==> src/rtl/cordic_lut_loader_if.sv <==
// cordic_lut_loader_if: word-stream input and LUT write-port bundle of the CORDIC table loader
interface cordic_lut_loader_if #(
   parameter int ADDR_W = 6,
   parameter int DATA_W = 48,
   parameter int IN_W   = 16
);
   logic              start;
   logic [IN_W-1:0]   in_data;
   logic              in_valid;
   logic              in_ready;
   logic              lut_wen;
   logic [ADDR_W-1:0] lut_index;
   logic [DATA_W-1:0] lut_data;
   logic              core_rst_n;
   logic              busy;
   logic              done;
   modport master (
      input  start, in_data, in_valid,
      output in_ready, lut_wen, lut_index, lut_data, core_rst_n, busy, done
   );
   modport slave (
      output start, in_data, in_valid,
      input  in_ready, lut_wen, lut_index, lut_data, core_rst_n, busy, done
   );
endinterface

==> src/rtl/cordic_lut_loader.sv <==
// cordic_lut_loader: packs a word stream into LUT entries and writes the whole CORDIC table with the core held in reset
module cordic_lut_loader #(
   parameter int ADDR_W     = 6,
   parameter int DATA_W     = 48,
   parameter int IN_W       = 16,
   parameter int RST_CYCLES = 2
) (
   input logic                 clk,
   input logic                 reset,
   cordic_lut_loader_if.master lut_if
);
   localparam int WPE = DATA_W / IN_W;
   localparam int WW  = WPE > 1 ? $clog2(WPE) : 1;
   localparam int RW  = RST_CYCLES > 1 ? $clog2(RST_CYCLES) : 1;
   typedef enum logic [1:0] {IDLE, FILL, WRITE, RELEASE} state_t;
   state_t            state_q, state_d;
   logic [WW-1:0]     word_cnt_q, word_cnt_d;
   logic [ADDR_W-1:0] entry_cnt_q, entry_cnt_d;
   logic [RW-1:0]     rel_cnt_q, rel_cnt_d;
   logic [DATA_W-1:0] asm_q, asm_d;
   logic [ADDR_W-1:0] lut_index_q, lut_index_d;
   logic [DATA_W-1:0] lut_data_q, lut_data_d;
   logic              in_ready_q, lut_wen_q, core_rst_n_q, busy_q, done_q;
   logic              accept, last_word;
   logic [DATA_W-1:0] shifted;
   assign accept    = lut_if.in_valid & in_ready_q;
   assign last_word = word_cnt_q == WW'(WPE - 1);
   // first word of an entry ends up in the most significant slot
   assign shifted   = (asm_q << IN_W) | DATA_W'(lut_if.in_data);
   always_comb begin
      state_d     = state_q;
      word_cnt_d  = word_cnt_q;
      entry_cnt_d = entry_cnt_q;
      rel_cnt_d   = rel_cnt_q;
      asm_d       = asm_q;
      lut_index_d = lut_index_q;
      lut_data_d  = lut_data_q;
      case (state_q)
         IDLE: if (lut_if.start) begin
            state_d     = FILL;
            word_cnt_d  = '0;
            entry_cnt_d = '0;
         end
         FILL: if (accept) begin
            asm_d      = shifted;
            word_cnt_d = last_word ? '0 : word_cnt_q + 1'b1;
            if (last_word) begin
               state_d     = WRITE;
               lut_index_d = entry_cnt_q;
               lut_data_d  = shifted;
            end
         end
         WRITE: begin
            state_d     = entry_cnt_q == '1 ? RELEASE : FILL;
            entry_cnt_d = entry_cnt_q == '1 ? entry_cnt_q : entry_cnt_q + 1'b1;
            rel_cnt_d   = '0;
         end
         RELEASE: begin
            rel_cnt_d = rel_cnt_q + 1'b1;
            state_d   = rel_cnt_q == RW'(RST_CYCLES - 1) ? IDLE : RELEASE;
         end
         default: state_d = IDLE;
      endcase
   end
   always_ff @(posedge clk) begin
      if (reset) begin
         state_q      <= IDLE;
         word_cnt_q   <= '0;
         entry_cnt_q  <= '0;
         rel_cnt_q    <= '0;
         asm_q        <= '0;
         lut_index_q  <= '0;
         lut_data_q   <= '0;
         in_ready_q   <= 1'b0;
         lut_wen_q    <= 1'b1;
         core_rst_n_q <= 1'b1;
         busy_q       <= 1'b0;
         done_q       <= 1'b0;
      end else begin
         state_q      <= state_d;
         word_cnt_q   <= word_cnt_d;
         entry_cnt_q  <= entry_cnt_d;
         rel_cnt_q    <= rel_cnt_d;
         asm_q        <= asm_d;
         lut_index_q  <= lut_index_d;
         lut_data_q   <= lut_data_d;
         in_ready_q   <= state_d == FILL;
         lut_wen_q    <= state_d != WRITE;
         core_rst_n_q <= state_d == IDLE;
         busy_q       <= state_d != IDLE;
         done_q       <= state_q == RELEASE && state_d == IDLE;
      end
   end
   assign lut_if.in_ready   = in_ready_q;
   assign lut_if.lut_wen    = lut_wen_q;
   assign lut_if.lut_index  = lut_index_q;
   assign lut_if.lut_data   = lut_data_q;
   assign lut_if.core_rst_n = core_rst_n_q;
   assign lut_if.busy       = busy_q;
   assign lut_if.done       = done_q;
endmodule
==> src/flat_wrapper.sv <==
// flat-port wrapper written by rule: the top's interface ports become plain ports
module cordic_lut_loader_flat 
#(
   parameter int ADDR_W     = 6,
   parameter int DATA_W     = 48,
   parameter int IN_W       = 16,
   parameter int RST_CYCLES = 2
)
  (clk, reset, lut_if_start, lut_if_in_data, lut_if_in_valid, lut_if_in_ready, lut_if_lut_wen, lut_if_lut_index, lut_if_lut_data, lut_if_core_rst_n, lut_if_busy, lut_if_done);
  cordic_lut_loader_if #(.ADDR_W(ADDR_W), .DATA_W(DATA_W), .IN_W(IN_W)) lut_if_i ();
  input logic clk;
  input logic reset;
  input wire logic [$bits(lut_if_i.start)-1:0] lut_if_start;
  input wire logic [$bits(lut_if_i.in_data)-1:0] lut_if_in_data;
  input wire logic [$bits(lut_if_i.in_valid)-1:0] lut_if_in_valid;
  output wire logic [$bits(lut_if_i.in_ready)-1:0] lut_if_in_ready;
  output wire logic [$bits(lut_if_i.lut_wen)-1:0] lut_if_lut_wen;
  output wire logic [$bits(lut_if_i.lut_index)-1:0] lut_if_lut_index;
  output wire logic [$bits(lut_if_i.lut_data)-1:0] lut_if_lut_data;
  output wire logic [$bits(lut_if_i.core_rst_n)-1:0] lut_if_core_rst_n;
  output wire logic [$bits(lut_if_i.busy)-1:0] lut_if_busy;
  output wire logic [$bits(lut_if_i.done)-1:0] lut_if_done;
  assign lut_if_i.start = lut_if_start;
  assign lut_if_i.in_data = lut_if_in_data;
  assign lut_if_i.in_valid = lut_if_in_valid;
  assign lut_if_in_ready = lut_if_i.in_ready;
  assign lut_if_lut_wen = lut_if_i.lut_wen;
  assign lut_if_lut_index = lut_if_i.lut_index;
  assign lut_if_lut_data = lut_if_i.lut_data;
  assign lut_if_core_rst_n = lut_if_i.core_rst_n;
  assign lut_if_busy = lut_if_i.busy;
  assign lut_if_done = lut_if_i.done;
  cordic_lut_loader #(.ADDR_W(ADDR_W), .DATA_W(DATA_W), .IN_W(IN_W), .RST_CYCLES(RST_CYCLES)) u_core (.clk(clk), .reset(reset), .lut_if(lut_if_i));
endmodule
==> config.mk <==
export PLATFORM = sky130hd
export DESIGN_NAME = cordic_lut_loader_flat
export DESIGN_NICKNAME = d
export VERILOG_FILES = /design/src/rtl/cordic_lut_loader_if.sv /design/src/rtl/cordic_lut_loader.sv /design/src/flat_wrapper.sv
export SDC_FILE = /design/constraint.sdc
export NUM_CORES = 1
export LEC_CHECK = 0
export CORE_ASPECT_RATIO = 0.7
export CORE_MARGIN = 8
export CORE_UTILIZATION = 54
export CTS_CLUSTER_SIZE = 12
export DETAILED_ROUTE_END_ITERATION = 12
export GPL_ROUTABILITY_DRIVEN = 0
export PLACE_DENSITY_LB_ADDON = 0.08
export SLEW_MARGIN = 20
export SYNTH_ARGS = -nofsm -noshare
export SYNTH_HDL_FRONTEND = slang
export SYNTH_SLANG_ARGS = --single-unit
==> constraint.sdc <==
create_clock -name clk -period 2.5 [get_ports clk]
set_input_delay 0.5 -clock clk [delete_from_list [all_inputs] [get_ports clk]]
set_output_delay 0.5 -clock clk [all_outputs]
set_load 0.03 [all_outputs]
==> flow_metrics.py, run 1 <==
metrics = {
    "placed_design": {
        "post-place-ws_ps": 346,
        "dp_hpwl_um": 6510,
        "io_buffers": 78,
    },
    "final_layout": {
        "fillCellCount": 564,
        "drive_gt1_share_pct": 5.03,
        "seqCellArea_sq_mm": 0.00204,
        "nNetsFinal": 533,
        "area_delta_synth_final_pct": 24.9,
        "finish.utilization_pct": 70.4,
        "n_antenna_cell": 0,
        "multi_input_area_sq_mm": 0.00161,
    },
    "yosys": {
        "synth_flop_cell": "dfxtp_1",
        "synth_compound_area_share_pct": 20.2,
        "synth.area.mux_share_pct": 1.30,
        "syn_nets": 485,
        "synth-xor-area-share_pct": 0,
        "synthAdderAreaFrac_pct": 0.324,
        "syn_area_sq_mm": 0.00386,
        "ys_ff_latch": 102,
        "synth_top_family_by_area": "compound AO/OA/AOI/OAI gates",
        "synth_warnings": 0,
        "synthSimpleGateAreaFrac_pct": 19.6,
        "synth_edf_count": 0,
        "yosys.area.top_type": "dfxtp_1",
        "syn_inst": 464,
        "yosys-top-cells-area": "dfxtp_1, a21oi_1, nand3_1, o21ai_0, nand2_1",
        "yosys-top-cells-count": "dfxtp_1, a21oi_1, nand2_1",
        "syn_avg_cell_area_sq_um": 8.32,
        "ys_types": 29,
        "synth_top_area_share_pct": 52.9,
        "yosysMostFrequentCell": "dfxtp_1",
        "async_reset_ff_share_pct": 0,
        "synth_seq_area_share_pct": 52.9,
    },
    "detailed_routing": {
        "ant_nets": 0,
        "wl_um": 10100,
        "first_pass_iters": 5,
        "wl_per_cell_um": 16.5,
        "vias": 3510,
        "drc": 0,
        "drtIter0Drc": 378,
        "vias_per_cell": 5.74,
    },
    "clock_tree": {
        "cts_buffers": 9,
        "worstSkewPairLatency_ps": 370,
        "cts_buffer_depth": 2,
        "cts_htree_levels": 3,
        "cts_root_buf": "clkbuf_8",
        "cts_tree": "done",
        "holdBufCountCts": 0,
        "cts-resized-gates": 0,
        "cts_sinks": 102,
        "cts_setup_buffers": 0,
        "clk_pin_slew_ps": 90,
    },
    "setup_path": {
        "required_ps": 2000,
        "cp_slowest_stage_delay_ps": 700,
        "crit_path_start": "u_core.lut_if.lut_data[17]",
        "rr_endpoint": "u_core.lut_if.lut_data[19]",
        "path_cells": "clkdlybuf4s50_1",
        "reg2regPathDepth": 4,
        "rrSetupSlack_ps": 620,
        "crit_cells": 1,
        "cpMaxStageDelayCell": "clkdlybuf4s50_1",
        "crit_path_max_fanout": 2,
        "crit_path_end_kind": "output pin",
        "crit_end": "lut_if_lut_data[17]",
        "critPathLaunchType": "register",
        "crit_buf_inv": 1,
        "timing.rr.start": "u_core.state_q[1]",
        "cp_top_family": "buffers and inverters",
        "criticalPathCategory": "register to output pin",
        "cp_data_arrival_time_ps": 1450,
    },
    "power": {
        "ir_drop_mv": 0.341,
        "p_leak_nw": 1.52,
        "p_per_area_mw_per_mm2": 575,
    },
    "floorplanning": {
        "fp.dieH_um": 86.7,
        "die-width_um": 117,
        "floorplan.rows": 25,
        "core_area_sq_mm": 0.00685,
        "design.die.area_sq_mm": 0.0101,
        "io_pins": 79,
        "start_util_pct": 56.3,
    },
    "sta": {
        "fmax_mhz": 514,
        "finalSetupTns_ps": 0,
        "finalCritPeriodShare_pct": 77.8,
        "final-setup-viol-count": 0,
        "fin_skew_ps": 9.80,
        "hold_violations": 0,
        "worstMarginPinSlew_ps": 780,
        "relSlewSlack_pct": 48.0,
        "min_period_ps": 1950,
        "rsz0062_at_grt": "no",
        "hold_slack_ps": 461,
        "fin_ws_ps": 554,
        "maxSlewViolCount": 0,
    },
    "global_routing": {
        "antenna_found_initial": 0,
        "grt_max_degree": 92,
        "grt_pass1_wl_um": 16100,
        "gr-total-overflow": 0,
        "grt_use_total_pct": 20.3,
        "grt_pass1_vias": 3205,
    },
    "hold_path": {
        "hp-class": "register to register",
    },
    "outcome": {
        "status": "completed",
    },
    "job": {
        "drv_cap": 0,
    },
}
-- tightest hold or removal path, delay by kind of cell, from the launching register on --
kind               cells  cell delay [ps]
DFF                    1              320
and+or+nand+nor        1               50
AOI/OAI and AO/OA      1               50
-- placed cells by master (no fill, tap or decap), types with 2 or more instances in the layout --
cell	n
dfxtp_1	102
a21oi_1	90
clkdlybuf4s50_1	77
nand2_1	70
nand3_1	65
o21ai_0	54
clkbuf_8	10
nand3b_1	5
mux2i_1	5
inv_1	3
buf_12	3
nand4b_1	2
o21bai_1	2
and4b_1	2
nor3b_1	2
a211oi_1	2
nand2b_1	2
clkinvlp_4	2
inv_6	2
buf_4	2
-- through the flow --
step	power [W]	area, sq um	cells
2_1_floorplan	0.00175	3860	464
3_3_place_gp	0.00181	4630	595
3_5_place_dp	0.00181	4630	595
4_1_cts	0.00279	4820	611
5_1_grt	0.00287	4820	611
6_report	0.00277	4820	611
-- worst min-delay path by stage --
stage / slack, ps / from / endpoint / cells past startpoint
floorplan: 440 / u_core.asm_q[16] / u_core.asm_q[16] / 2
global placement: 440 / u_core.asm_q[31] / u_core.asm_q[31] / 2
detailed placement: 450 / u_core.asm_q[16] / u_core.asm_q[16] / 2
CTS: 460 / u_core.asm_q[16] / u_core.asm_q[16] / 2
global route: 480 / u_core.asm_q[10] / u_core.asm_q[26] / 2
finish: 460 / u_core.asm_q[16] / u_core.asm_q[16] / 2
-- layout make-up --
type	count	area share [%]
timing repair buffer	83	17.6
multi-input combinational	313	33.4
clock inverter	6	1.09
inverter	3	0.234
clock buffer	10	2.85
sequential	102	42.4
tap	94	2.44
-- cells by family (layout without fill, tap and decap cells) --
family	after synthesis	after routing
muxes	5	5
AOI/OAI and AO/OA	151	151
and+or+nand+nor	156	156
adders and majority gates	1	1
buffers and inverters	49	102
DFF	102	102
-- flip-flops by register name, indices dropped and copies added (netlist names), 2 cells and up --
signal,flops
u_core.asm_q,32
u_core.lut_if.lut_index,6
u_core.entry_cnt_q,6
u_core.word_cnt_q,2
u_core.state_q,2
u_core.lut_if.lut_data,48
-- metal layers --
layer / up-vias / share of wire (%) / track usage (%) / wire [um]
li1: 1708 / - / - / -
met1: 1650 / 47 / 28.4 / 4700
met2: 144 / 42 / 27.4 / 4230
met3: 8 / 10 / 9.23 / 1050
met4: 0 / 0.75 / 4.40 / 75
met5: - / 0 / 0 / 0
-- where the power goes --
group | leakage (nW) | internal, W | switching, W
logic | 0.603 | 0.0000481 | 0.0000831
registers | 0.823 | 0.00163 | 0.0000105
clock network | 0.0914 | 0.000405 | 0.000591
total | 1.52 | 0.00209 | 0.000685
(Power assumes the default switching activity.)
==> run 2, diff against run 1 <==
Settings changed: CORE_UTILIZATION 54 to 51.
Clock period 2.5 ns to 1.92 ns, I/O delays scaled along.
==> flow_metrics.py, run 2 (same netlist as run 1, synthesis figures left out) <==
metrics = {
    "outcome": {
        "status": "completed",
    },
    "detailed_routing": {
        "top_layer": "met4",
        "vias": 3469,
        "vias_per_cell": 5.58,
        "drtIter0Drc": 390,
        "wl_met3_um": 918,
        "wl_met1_um": 4810,
        "wl_um": 10200,
        "ant_nets": 0,
        "wl_per_cell_um": 16.4,
        "drc": 0,
        "wl_met2_um": 4410,
        "first_pass_iters": 5,
    },
    "final_layout": {
        "largest_reg_flops": 48,
        "n_antenna_cell": 0,
        "stdcell_area_sq_mm": 0.00489,
        "nNetsFinal": 540,
        "fillCellCount": 620,
        "drive_gt1_share_pct": 5.92,
        "final_common_cell": "dfxtp_1",
        "most-common-layout-cells": "dfxtp_1, a21oi_1, clkdlybuf4s50_1, nand2_1, nand3_1",
        "area_delta_synth_final_pct": 26.8,
        "final_cells": 622,
    },
    "clock_tree": {
        "cts_root_buf": "clkbuf_8",
        "cts_buffers": 9,
        "cts_sinks": 102,
        "cts-resized-gates": 0,
        "cts_buffer_depth": 2,
        "cts_tree": "done",
        "cts_htree_levels": 3,
        "holdBufCountCts": 0,
        "clk_pin_slew_ps": 100,
        "worstSkewPairLatency_ps": 360,
        "cts_setup_buffers": 0,
    },
    "setup_path": {
        "critPathLaunchType": "register",
        "cp_top_family": "buffers and inverters",
        "reg2regPathDepth": 4,
        "path_cells": "clkdlybuf4s50_1",
        "rrSetupSlack_ps": 360,
        "crit_path_max_fanout": 2,
        "crit_buf_inv": 1,
        "crit_path_end_kind": "output pin",
        "required_ps": 1540,
        "criticalPathCategory": "register to output pin",
        "cp_data_arrival_time_ps": 1420,
        "rr_endpoint": "u_core.lut_if.in_ready",
        "cpMaxStageDelayCell": "clkdlybuf4s50_1",
        "timing.rr.start": "u_core.state_q[0]",
        "cp_slowest_stage_delay_ps": 700,
    },
    "hold_path": {
        "hold_end": "u_core.entry_cnt_q[0]",
        "hp-class": "primary input to register",
        "hold_depth": 3,
        "hp-start": "reset",
    },
    "floorplanning": {
        "floorplan.rows": 26,
        "core_area_sq_mm": 0.00732,
        "die-width_um": 120,
        "fp.dieH_um": 88.8,
        "io_pins": 79,
        "start_util_pct": 52.7,
        "design.die.area_sq_mm": 0.0106,
    },
    "sta": {
        "finalCritPeriodShare_pct": 94.2,
        "fmax_mhz": 553,
        "relSlewSlack_pct": 51.5,
        "finalSetupTns_ps": 0,
        "fin_skew_ps": 9.54,
        "final-setup-viol-count": 0,
        "maxSlewViolCount": 0,
        "rsz0062_at_grt": "no",
        "min_period_ps": 1810,
        "hold_violations": 0,
        "worstMarginPinSlew_ps": 728,
    },
    "global_routing": {
        "gr-total-overflow": 0,
        "grt_use_total_pct": 19.5,
        "grt_pass1_vias": 3282,
        "grt_pass1_wl_um": 16800,
        "grt_max_degree": 89,
        "antenna_found_initial": 0,
    },
    "placed_design": {
        "place_area_sq_mm": 0.00470,
        "dp.cells": 606,
        "io_buffers": 78,
        "dp_hpwl_um": 6790,
    },
    "job": {
        "drv_cap": 0,
    },
    "power": {
        "p_leak_nw": 1.56,
        "p_per_area_mw_per_mm2": 744,
        "total_power_w": 0.00364,
        "ir_drop_mv": 0.421,
    },
}
## run 2: changes by cell type in the layout (fill, tap and decap cells not counted), sizes merged
cell      before  now
clkbuf        10   11
clkinv         1    3
clkinvlp       2    1
buf            6   13
bufinv         0    1
inv            6    3
## run 2: worst max-delay path by stage
stage | startpoint | endpoint | cells after the start
after floorplan | u_core.lut_if.in_ready | u_core.asm_q[10] | 5
after global placement | lut_if_in_valid | u_core.lut_if.in_ready | 5
after detailed placement | lut_if_in_valid | u_core.lut_if.in_ready | 5
after CTS | u_core.lut_if.lut_data[18] | lut_if_lut_data[18] | 1
after global routing | u_core.lut_if.lut_data[18] | lut_if_lut_data[18] | 1
final | u_core.lut_if.lut_data[18] | lut_if_lut_data[18] | 1
## run 2: worst register-to-register path, cell delays in order, from the launching register on
cell	delay (ps)
dfxtp_1	560
and4b_2	410
buf_12	200
nand2_1	80
and4b_1	210
## run 2: area by class of cell
cell class                      instances  area (sq um)  area share (%)
Sequential cell                       102          2040            41.7
Inverter                                3          11.3           0.230
Clock buffer                           11           131            2.69
Timing Repair Buffer                   90           916            18.7
Clock inverter                          5          60.1            1.23
Tap cell                               98           123            2.51
Multi-Input combinational cell        313          1610            32.9
## run 2: metrics by stage
step | hold WS [ps] | setup WS (ps) | utilization, %
after detailed placement | 449 | 113 | 64.2
after floorplan | 437 | 557 | -
after CTS | 329 | 88.6 | 66.8
after global routing | 359 | 36.8 | 66.8
final | 340 | 112 | 66.8
after global placement | 443 | 125 | 64.2
## run 2: per-layer routing
metal  vias up  GRT usage (%)
met5         -              0
met4         0           3.95
met3         8           8.60
met2       112           28.0
met1      1631           26.4
li1       1718              -
## run 2: report_power, final
group / switching, W / internal [W]
clock: 0.000711 / 0.000607
combinational: 0.000108 / 0.0000710
sequential: 0.0000142 / 0.00213
==> run 3, diff against run 2 <==
Settings changed: CORE_UTILIZATION 51 to 54, GPL_TIMING_DRIVEN set to 0, REMOVE_ABC_BUFFERS set to 1.
Clock period 1.92 ns to 2.1 ns, I/O delays scaled along.
==> flow_metrics.py, run 3 (same netlist as run 1, synthesis figures left out) <==
metrics = {
    "outcome": {
        "status": "completed",
    },
    "sta": {
        "min_period_ps": 1970,
        "final-setup-viol-count": 0,
        "hold_violations": 0,
        "finalCritPeriodShare_pct": 93.7,
        "finalSetupTns_ps": 0,
        "relSlewSlack_pct": 52.2,
        "fin_ws_ps": 133,
        "rsz0062_at_grt": "no",
        "maxSlewViolCount": 0,
        "worstMarginPinSlew_ps": 715,
        "fmax_mhz": 508,
        "fin_skew_ps": 8.86,
    },
    "final_layout": {
        "final_common_cell": "dfxtp_1",
        "most-common-layout-cells": "dfxtp_1, a21oi_1, clkdlybuf4s50_1, nand2_1, nand3_1",
        "finish.utilization_pct": 72.4,
        "final_cells": 616,
        "largest_reg_flops": 48,
        "nNetsFinal": 538,
        "n_antenna_cell": 0,
        "fillCellCount": 545,
        "multi_input_area_sq_mm": 0.00161,
        "drive_gt1_share_pct": 6.13,
        "seqCellArea_sq_mm": 0.00204,
        "area_delta_synth_final_pct": 28.5,
    },
    "setup_path": {
        "crit_path_end_kind": "register",
        "cp_data_arrival_time_ps": 2230,
        "crit_path_max_fanout": 48,
        "critPathLaunchType": "register",
        "criticalPathCategory": "register to register",
        "rrSetupSlack_ps": 130,
        "required_ps": 2360,
    },
    "placed_design": {
        "post-place-ws_ps": -178,
        "dp.cells": 600,
        "io_buffers": 78,
        "dp_hpwl_um": 6100,
    },
    "clock_tree": {
        "worstSkewPairLatency_ps": 370,
        "cts_sinks": 102,
        "cts_tree": "done",
        "cts_buffer_depth": 2,
        "holdBufCountCts": 0,
        "cts_htree_levels": 3,
        "cts_setup_buffers": 0,
        "cts_root_buf": "clkbuf_8",
        "cts_buffers": 9,
        "cts-resized-gates": 0,
        "clk_pin_slew_ps": 90,
    },
    "job": {
        "drv_cap": 0,
    },
    "detailed_routing": {
        "ant_nets": 0,
        "vias_per_cell": 5.60,
        "drtIter0Drc": 220,
        "first_pass_iters": 4,
        "drc": 0,
        "wl_um": 9350,
        "vias": 3449,
        "wl_per_cell_um": 15.2,
    },
    "floorplanning": {
        "design.die.area_sq_mm": 0.0101,
        "core_area_sq_mm": 0.00685,
        "die-width_um": 117,
        "fp.dieH_um": 86.7,
        "start_util_pct": 56.3,
        "floorplan.rows": 25,
        "io_pins": 79,
    },
    "global_routing": {
        "gr-total-overflow": 0,
        "grt_pass1_vias": 3191,
        "grt_max_degree": 60,
        "grt_pass1_wl_um": 15200,
        "antenna_found_initial": 0,
        "grt_use_total_pct": 18.5,
    },
    "power": {
        "ir_drop_mv": 0.452,
        "p_leak_nw": 1.59,
        "p_per_area_mw_per_mm2": 708,
    },
    "hold_path": {
        "hp-class": "primary input to register",
    },
}
run 3: cell count changes in the layout (fill, tap and decap cells not counted), sizes merged:
cell / change
buf: -2
clkinv: -2
inv: +2
bufinv: +1
clkbuf: -1
run 3: layer usage:
layer | track usage [%] | part of all wire, % | vias up
met3 | 6.66 | 7.1 | 10
li1 | - | - | 1718
met2 | 30.5 | 47 | 83
met1 | 22.2 | 45 | 1638
met4 | 4.86 | 0.88 | 0
met5 | 0 | 0 | -
run 3: area by class of cell:
class,instances,area share [%]
sequential,102,41.2
multi-input combinational,313,32.5
timing repair buffer,88,19.0
clock buffer,10,2.77
tap,94,2.37
clock inverter,6,1.87
inverter,3,0.227
run 3: critical path, cell delays in order (launching register included):
cell and delay (ps):
dfxtp_1 530, and4b_4 660, buf_12 290, nand2_1 110, and4b_1 240
run 3: power breakdown:
part,internal [W],switching (W)
combinational,0.0000681,0.0000981
sequential,0.00195,0.0000107
clock,0.000714,0.000675
total,0.00273,0.000783
run 3: through the flow:
stage	cell area, sq um	hold slack, ps	total power, W
after global placement	4550	443	0.00215
after CTS	4960	449	0.00353
after global routing	4960	469	0.00362
after detailed placement	4730	448	0.00217
after floorplan	3650	431	0.00206
final	4960	457	0.00351
run 3: path summary, 6_finish.rpt:
kind	start	to	depth (start not counted)
worst max-delay path	u_core.state_q[0]	u_core.lut_if.in_ready	4
worst min-delay path	reset	u_core.lut_if.done	2
worst max register to register	u_core.state_q[0]	u_core.lut_if.in_ready	4
worst min register to register	u_core.asm_q[31]	u_core.asm_q[31]	2
